--- src/rtl/alu_cmd_sequencer.sv ---
// alu_cmd_sequencer: command-side master for the 16-bit signed ALU.
// It accepts one command, drives the ALU from registers for one cycle, and
// captures the result and flags. It then holds the response until the
// consumer takes it. An accumulator lets chained operations reuse the
// previous result as operand A.
//
// Handshake rule, used on both ports: a transfer happens on the rising edge
// where valid and ready are both 1. While valid is 1 it stays high and the
// payload stays stable until that transfer. Ready never depends on valid.
module alu_cmd_sequencer #(
  parameter int          WIDTH  = 16,
  parameter logic [3:0]  MAX_OP = 4'b1000,
  parameter int          CNT_W  = 16
) (
  input  logic             clk,
  input  logic             rst_n,
  input  logic             cmd_valid,
  output logic             cmd_ready,
  input  logic [3:0]       cmd_op,
  input  logic [WIDTH-1:0] cmd_a,
  input  logic [WIDTH-1:0] cmd_b,
  input  logic             cmd_use_acc,
  input  logic             cmd_write_acc,
  input  logic             acc_clear,
  output logic [WIDTH-1:0] alu_a,
  output logic [WIDTH-1:0] alu_b,
  output logic [3:0]       alu_op,
  input  logic [WIDTH-1:0] alu_result,
  input  logic             alu_carry,
  input  logic             alu_overflow,
  input  logic             alu_zero,
  output logic             rsp_valid,
  input  logic             rsp_ready,
  output logic [WIDTH-1:0] rsp_result,
  output logic             rsp_carry,
  output logic             rsp_overflow,
  output logic             rsp_zero,
  output logic             rsp_err,
  output logic [WIDTH-1:0] acc,
  output logic             sticky_ovf,
  output logic [CNT_W-1:0] op_count,
  output logic [1:0]       dbg_state
);

  localparam logic [1:0] IDLE = 2'd0;
  localparam logic [1:0] EXEC = 2'd1;
  localparam logic [1:0] RESP = 2'd2;

  logic [1:0]       state;
  logic [3:0]       op_r;
  logic [WIDTH-1:0] a_r;
  logic [WIDTH-1:0] b_r;
  logic             wacc_r;
  logic             err_r;
  logic             cmd_fire;
  logic             rsp_fire;
  logic             in_exec;

  // Ready is forced low while reset is asserted so every output reads 0 in reset.
  assign cmd_ready = rst_n & (state == IDLE);
  assign rsp_valid = (state == RESP);
  assign cmd_fire  = cmd_valid & cmd_ready;
  assign rsp_fire  = rsp_valid & rsp_ready;
  assign in_exec   = (state == EXEC);
  assign alu_a     = a_r;
  assign alu_b     = b_r;
  assign alu_op    = op_r;
  assign dbg_state = state;

  // Control FSM: IDLE -> EXEC (one ALU cycle) -> RESP (until consumed).
  always_ff @(posedge clk or negedge rst_n) begin
    if (!rst_n) begin
      state <= IDLE;
    end else begin
      case (state)
        IDLE:    if (cmd_fire) state <= EXEC;
        EXEC:    state <= RESP;
        RESP:    if (rsp_fire) state <= IDLE;
        default: state <= IDLE;
      endcase
    end
  end

  // Register the command on acceptance. Operand A takes the accumulator as it
  // stands at this edge, so a same-cycle acc_clear does not affect it.
  always_ff @(posedge clk or negedge rst_n) begin
    if (!rst_n) begin
      op_r   <= '0;
      a_r    <= '0;
      b_r    <= '0;
      wacc_r <= 1'b0;
      err_r  <= 1'b0;
    end else if (cmd_fire) begin
      op_r   <= cmd_op;
      a_r    <= cmd_use_acc ? acc : cmd_a;
      b_r    <= cmd_b;
      wacc_r <= cmd_write_acc;
      err_r  <= (cmd_op > MAX_OP);
    end
  end

  // Capture the ALU outputs at the end of EXEC. For an illegal opcode the
  // response is a fixed error pattern.
  always_ff @(posedge clk or negedge rst_n) begin
    if (!rst_n) begin
      rsp_result   <= '0;
      rsp_carry    <= 1'b0;
      rsp_overflow <= 1'b0;
      rsp_zero     <= 1'b0;
      rsp_err      <= 1'b0;
    end else if (in_exec) begin
      if (err_r) begin
        rsp_result   <= '0;
        rsp_carry    <= 1'b0;
        rsp_overflow <= 1'b0;
        rsp_zero     <= 1'b1;
        rsp_err      <= 1'b1;
      end else begin
        rsp_result   <= alu_result;
        rsp_carry    <= alu_carry;
        rsp_overflow <= alu_overflow;
        rsp_zero     <= alu_zero;
        rsp_err      <= 1'b0;
      end
    end
  end

  // Accumulator and sticky overflow. acc_clear wins over an EXEC update.
  always_ff @(posedge clk or negedge rst_n) begin
    if (!rst_n) begin
      acc        <= '0;
      sticky_ovf <= 1'b0;
    end else if (acc_clear) begin
      acc        <= '0;
      sticky_ovf <= 1'b0;
    end else if (in_exec && !err_r) begin
      if (wacc_r) acc <= alu_result;
      sticky_ovf <= sticky_ovf | alu_overflow;
    end
  end

  // Count consumed responses; wraps naturally at 2^CNT_W.
  always_ff @(posedge clk or negedge rst_n) begin
    if (!rst_n) begin
      op_count <= '0;
    end else if (rsp_fire) begin
      op_count <= op_count + {{(CNT_W-1){1'b0}}, 1'b1};
    end
  end

endmodule

--- config.mk ---
export PLATFORM = sky130hd
export DESIGN_NAME = alu_cmd_sequencer
export DESIGN_NICKNAME = d
export VERILOG_FILES = /design/src/rtl/alu_cmd_sequencer.sv
export SDC_FILE = /design/constraint.sdc
export NUM_CORES = 1
export LEC_CHECK = 0
export ABC_AREA = 1
export CORE_ASPECT_RATIO = 0.5
export CORE_UTILIZATION = 45
export CTS_BUF_LIST = sky130_fd_sc_hd__clkbuf_8
export DETAILED_ROUTE_END_ITERATION = 16
export GPL_TIMING_DRIVEN = 1
export PLACE_DENSITY = 0.82
export SLEW_MARGIN = 25
export SYNTH_ARGS = -nofsm -noshare
export SYNTH_HDL_FRONTEND = slang
export SYNTH_SLANG_ARGS = --single-unit
--- constraint.sdc ---
create_clock -name clk -period 1.75 [get_ports clk]
set_clock_uncertainty 0.15 [all_clocks]
set_input_delay 0.4375 -clock clk [delete_from_list [all_inputs] [get_ports clk]]
set_output_delay 0.4375 -clock clk [all_outputs]
set_load 0.1 [all_outputs]
# --- Yosys cells after proc, flatten, opt, wreduce, memory -nomap -nowiden ---
# Index checks and enable logic that the tools add are counted.
word_totals:
  regBits: 93
  latch_bits: 0
  mem_bits_rw: 0
  mem_bits_ro: 0
  in_bits: 62
  elab_cells: 45
  n_memories: 0
op_classes:
  addsub: 1
  n_mul: 0
  div_mod_pow: 0
  magnitude_cmp: 1
  n_eq_ne: 4
  shifts: 0
  muxes: 14
  n_bitwise: 4
  reduce_logical: 7
op_table:
  columns: ["operator", "n"]
  rows:
  - ["$mux W16", 5]
  - ["$add A16 B1 Y16 const B", 1]
  - ["$mux W1", 6]
  - ["$pmux W2 S3", 1]
  - ["$gt A4 B4 Y1 const B", 1]
  - ["$mux W2", 2]
  - ["$reduce_and A2 Y1", 2]
  - ["$reduce_bool A2 Y1", 2]
  - ["$and A1 B1 Y1", 3]
  - ["$eq A2 B1 Y1 const B", 1]
  - ["$eq A2 B2 Y1 const B", 1]
  - ["$logic_not A2 Y1", 1]
  - ["$ne A2 B1 Y1 const B", 1]
  - ["$ne A2 B2 Y1 const B", 1]
  - ["$logic_and A1 B1 Y1", 1]
  - ["$logic_not A1 Y1", 1]
  - ["$or A1 B1 Y1", 1]

# --- Logic depth before layout (Yosys ltp) ---
# Gate-level depths: netlist of run 1.
logic_depth:
  ltp_word: 5
  mapped_depth: 8

# --- Least setup slack after synthesis of run 1 ---
# Ideal clock, no wire load.
synth_path:
  path_kind: "register -> register"
  startpoint: "register state[1] (netlist: dbg_state[1])"
  endpoint: "register a_r[10] (netlist: alu_a[10])"
  setup_ps: 120
  arrival_time_ps: 2819
  t_required_ps: 1480
  setup_slack_ps: -1339
  stages_incl_launch_ff: 6
  period_less_slack_ps: 3089
  cell_sequence: "dfrtp_1 -> nor3b_2 -> nand2_2 -> clkbuf_1 -> nand2_1 -> nand2_1"
synth_between:
  elab_chain_cells: 3
synth_rtl:
  columns: ["item", "line_no", "source"]
  rows:
  - ["start, declared", "49", "logic [1:0] state;"]
  - ["start signal, assigned", "73", "state <= IDLE;"]
  - ["start signal, assigned", "76", "IDLE: if (cmd_fire) state <= EXEC;"]
  - ["start signal, assigned", "77", "EXEC: state <= RESP;"]
  - ["$logic_not A2 Y1", "60", "assign cmd_ready = rst_n & (state == IDLE);"]
  - ["$and A1 B1 Y1", "60", null]
  - ["named net cmd_ready", "18", "output logic cmd_ready,"]
  - ["$and A1 B1 Y1", "62", "assign cmd_fire = cmd_valid & cmd_ready;"]
  - ["end signal, assigned", "95", "a_r <= cmd_use_acc ? acc : cmd_a;"]
  - ["end, declared", "51", "logic [WIDTH-1:0] a_r;"]
# The timed path passes the listed nets, and every way through them passes these cells.
# A chain may end at the register's enable or synchronous reset.

# --- Final worst setup path of run 1 ---
layout_path:
  startpoint: "register state[0] (netlist: dbg_state[0])"
  endpoint: "output cmd_ready"
layout_between:
  elab_chain_cells: 2
layout_rtl:
  columns: ["item", "line_no"]
  rows:
  - ["$logic_not A2 Y1", "60"]
  - ["$and A1 B1 Y1", "60"]
  - ["end, declared", "18"]
# No other way between the ends.

==> summary.txt, run 1 <==
Worst setup path
  – CP cell instances: nor3b_4 -> buf_12
  – WP data required: 1.16 ns
  – CP Max Fanout: 3
  – Worst r2r src: dbg_state[0]$_DFFE_PN0P_
  – CP Class: reg -> out
  – Critical path's slowest cell: dfrtp_4
  – Reg2reg end: alu_a[15]$_DFFE_PN0P_
  – Reg2Reg Depth: 7
  – CP Data Arrival Time: between 1 and 1.5 ns
  – Critical path endpoint category: primary output
  – Crit path largest cell delay: about 0.51 ns
  – CP startpoint kind: flip-flop
  – Flop2flop setup slack: -0.02 ns

Yosys
  – Synth top cells by count: nand2_1, dfrtp_1, inv_1
  – Most used DFF post-synth: dfrtp_1
  – Cell Area, Synth: about 4000 sq um
  – Post-synthesis sequential area ratio: 0.577
  – Area share of the largest cell type after synthesis: 0.577
  – Syn Area/Cell: 9.31 sq um
  – FF+latch count, synth: 93
  – Synth cell types: 31
  – Mapped Cells: about 430
  – Ys async rst share: 1.00
  – Ranking of synthesized cells by area: dfrtp_1, nand2_1, mux2_2
  – Synth area leader: dfrtp_1
  – Post-synth EDFFs: 0
  – Top-count cell post-synth: nand2_1
  – Synthesis Warnings: 0
  – Syn Nets: between 400 and 500

Clock network
  – Skew-Pair Late Insertion Delay: roughly 0.37 ns
  – CTS root buf: clkbuf_8
  – Clk buf depth: 2
  – CTS tree: yes
  – CTS buffer count: 9
  – Clk slew on worst S/H paths: around 0.090 ns
  – Htree depth: 3
  – # clock sinks: between 90 and 100

STA
  – Final TNS setup: -0.569 ns
  – Crit share post-route: 1.11
  – Setup violations, final: 5
  – Slew @ Worst Pin: about 0.5 ns
  – Slew Viols, Final: 0
  – RSZ-0062 raised after global routing: yes
  – Final hold viol count: 12
  – Fmax: between 500 and 600 MHz
  – Tmin final: about 2 ns
  – Worst-case hold slack: -0.0187 ns
  – Post-layout worst setup margin: -0.198 ns
  – Slew margin rel.: 0.668

GRT
  – Initial antenna violation count: 0
  – First-pass GRT wire length: 18.7 mm
  – All-Layer GR Usage: 0.274
  – Grt ovf: 0
  – Number of global-route vias before repair: roughly 3600
  – Largest net degree at the start of global routing: between 90 and 100

Pwr
  – Leakage: ~3.4 nW
  – Clock power frac: 0.155
  – Comb pwr share: 0.551
  – Power Internal: 5.48 mW
  – PD cells: about 1500 nW/um^2
  – Sw power: 5.14 mW
  – VDD IR max: 1.11 mV
  – Reg power frac: 0.295
  – Switch share: 0.484

Die
  – Die Ht: approximately 69 um
  – Core Region: roughly 8300 sq um
  – Initial core utilization: 0.483
  – Rows: 23
  – I/O Pins: around 160
  – Die area: 9370 sq um
  – Die X: roughly 140 um

Detailed routing
  – Wire length per cell: around 18 um
  – Total length of routed wires: 12.8 mm
  – DRT Pass-1 Iters: 4
  – Initial DRC count: roughly 200
  – Drc violations: 0
  – Vias per cell: 5.08
  – Vias: 3694
  – Routed Antenna Nets: 0

Outcome
  – Failing checks: negative hold slack, negative setup slack
  – Status: finished with violations

Layout
  – Fin area: 7180 sq um
  – Antenna Cells: 0
  – Fill cell count: just under 400
  – Share of layout cells above drive strength 1: 0.312
  – Final Non-Filler Cells: around 730
  – Area growth from synthesis to layout: 78.1%
  – Fin nets: 673

Place
  – Routability congestion estimate: 0.888
  – Port bufs: about 150
  – Post-DP Area: between 6000 and 7000 sq um
  – DP HPWL: 8.87 mm
  – Dpl cells: 700

Hold path
  – Min-delay worst type: in -> async

Run
  – Max-cap violations: 0
-- per-stage QoR --
step,power [mW],worst slack (ns),util,hold slack [ns]
2_1_floorplan,6.43,-0.615,-,-0.00809
3_3_place_gp,8.79,-0.0645,0.811,0.368
3_5_place_dp,8.89,-0.115,0.811,0.372
4_1_cts,10.6,-0.194,0.848,0.00201
5_1_grt,10.9,-0.238,0.861,0.00973
6_report,10.6,-0.198,0.861,-0.0187
-- kinds of logic after synthesis --
group           count (synthesis)  share of synthesized area
buf+inv                        54                     0.0611
compound gates                 39                     0.0664
mux                            15                     0.0419
simple gates                  221                      0.229
fa+ha+maj                       1                    0.00310
xor+xnor                       10                     0.0217
flops                          93                      0.577
-- metal layers --
metal  GRT usage  vias up  wire length [um]
met4       0.114        0               421
met3      0.0694       34               630
met2       0.496      127              6710
met5           0        -                 0
met1       0.319     1800              5060
li1            -     1733                 -
-- cells in the final DEF (no fill, tap or decap), types with 2 or more instances in the layout --
master / count
nand2_1: 165
buf_12: 99
dfrtp_1: 76
clkdlybuf4s50_1: 60
inv_1: 34
nand3_1: 23
buf_4: 20
o21ai_1: 17
nor2_1: 16
mux2_2: 15
dfrtp_2: 13
clkbuf_8: 10
o31ai_2: 9
xor2_1: 7
o21ai_0: 6
nor3_1: 4
nand4_1: 4
dfrtp_4: 4
xnor2_1: 3
inv_6: 3
nand2_2: 2
o31ai_1: 2
a21oi_1: 2
bufinv_16: 2
buf_6: 2
-- worst max-delay path by stage --
stage / cells past startpoint / start / endpoint / slack [ns]
2_1_floorplan: 5 / dbg_state[0]$_DFFE_PN0P_ / alu_a[10]$_DFFE_PN0P_ / -0.62
3_3_place_gp: 5 / rsp_ready / op_count[8]$_DFFE_PN0P_ / -0.06
3_5_place_dp: 5 / cmd_use_acc / alu_a[12]$_DFFE_PN0P_ / -0.11
4_1_cts: 2 / dbg_state[0]$_DFFE_PN0P_ / cmd_ready / -0.19
5_1_grt: 2 / dbg_state[0]$_DFFE_PN0P_ / cmd_ready / -0.24
6_report: 2 / dbg_state[0]$_DFFE_PN0P_ / cmd_ready / -0.20
-- power by group through the flow --
stage	clock, mW	sequential, mW	combinational (mW)
4_1_cts	1.66	3.11	5.80
3_3_place_gp	0	3.12	5.67
6_report	1.64	3.13	5.85
5_1_grt	1.77	3.17	6.00
2_1_floorplan	0	5.84	0.591
3_5_place_dp	0	3.15	5.75
-- critical path, delay by kind of cell, from the launching register on --
kind,cells,cell delay [ns]
DFF,1,0.51
and+or+nand+nor,1,0.27
buffers and inverters,1,0.21
-- sequential cells by signal, indices dropped and copies added (netlist names) --
register,flops
acc,16
alu_a,16
alu_b,16
op_count,16
rsp_result,16
alu_op,4
dbg_state,2
err_r,1
rsp_carry,1
rsp_err,1
rsp_overflow,1
rsp_zero,1
sticky_ovf,1
wacc_r,1
-- what timing repair did --
action	in CTS	in global routing
endpoints found under the setup margin	2	19
hold buffers	0	0
gates cloned	0	1
pin swaps	2	1
setup buffers	8	2
gates resized for setup	4	16
-- cell type report --
class,count,area [sq um],share of cell area
inverters,38,158,0.0219
repair buffers,182,2780,0.387
multi-input cells,286,1520,0.211
flip-flops and latches,93,2360,0.328
well taps,112,140,0.0195
clock inverters,6,91.3,0.0127
clock buffers,10,138,0.0192
(Power assumes the default switching activity.)
==> run 2: changes to the inputs <==
Settings changed: CTS_CLUSTER_SIZE set to 24.
==> results of run 2 <==
Same layout as run 1: the final DEF is identical, and so are final timing and power.
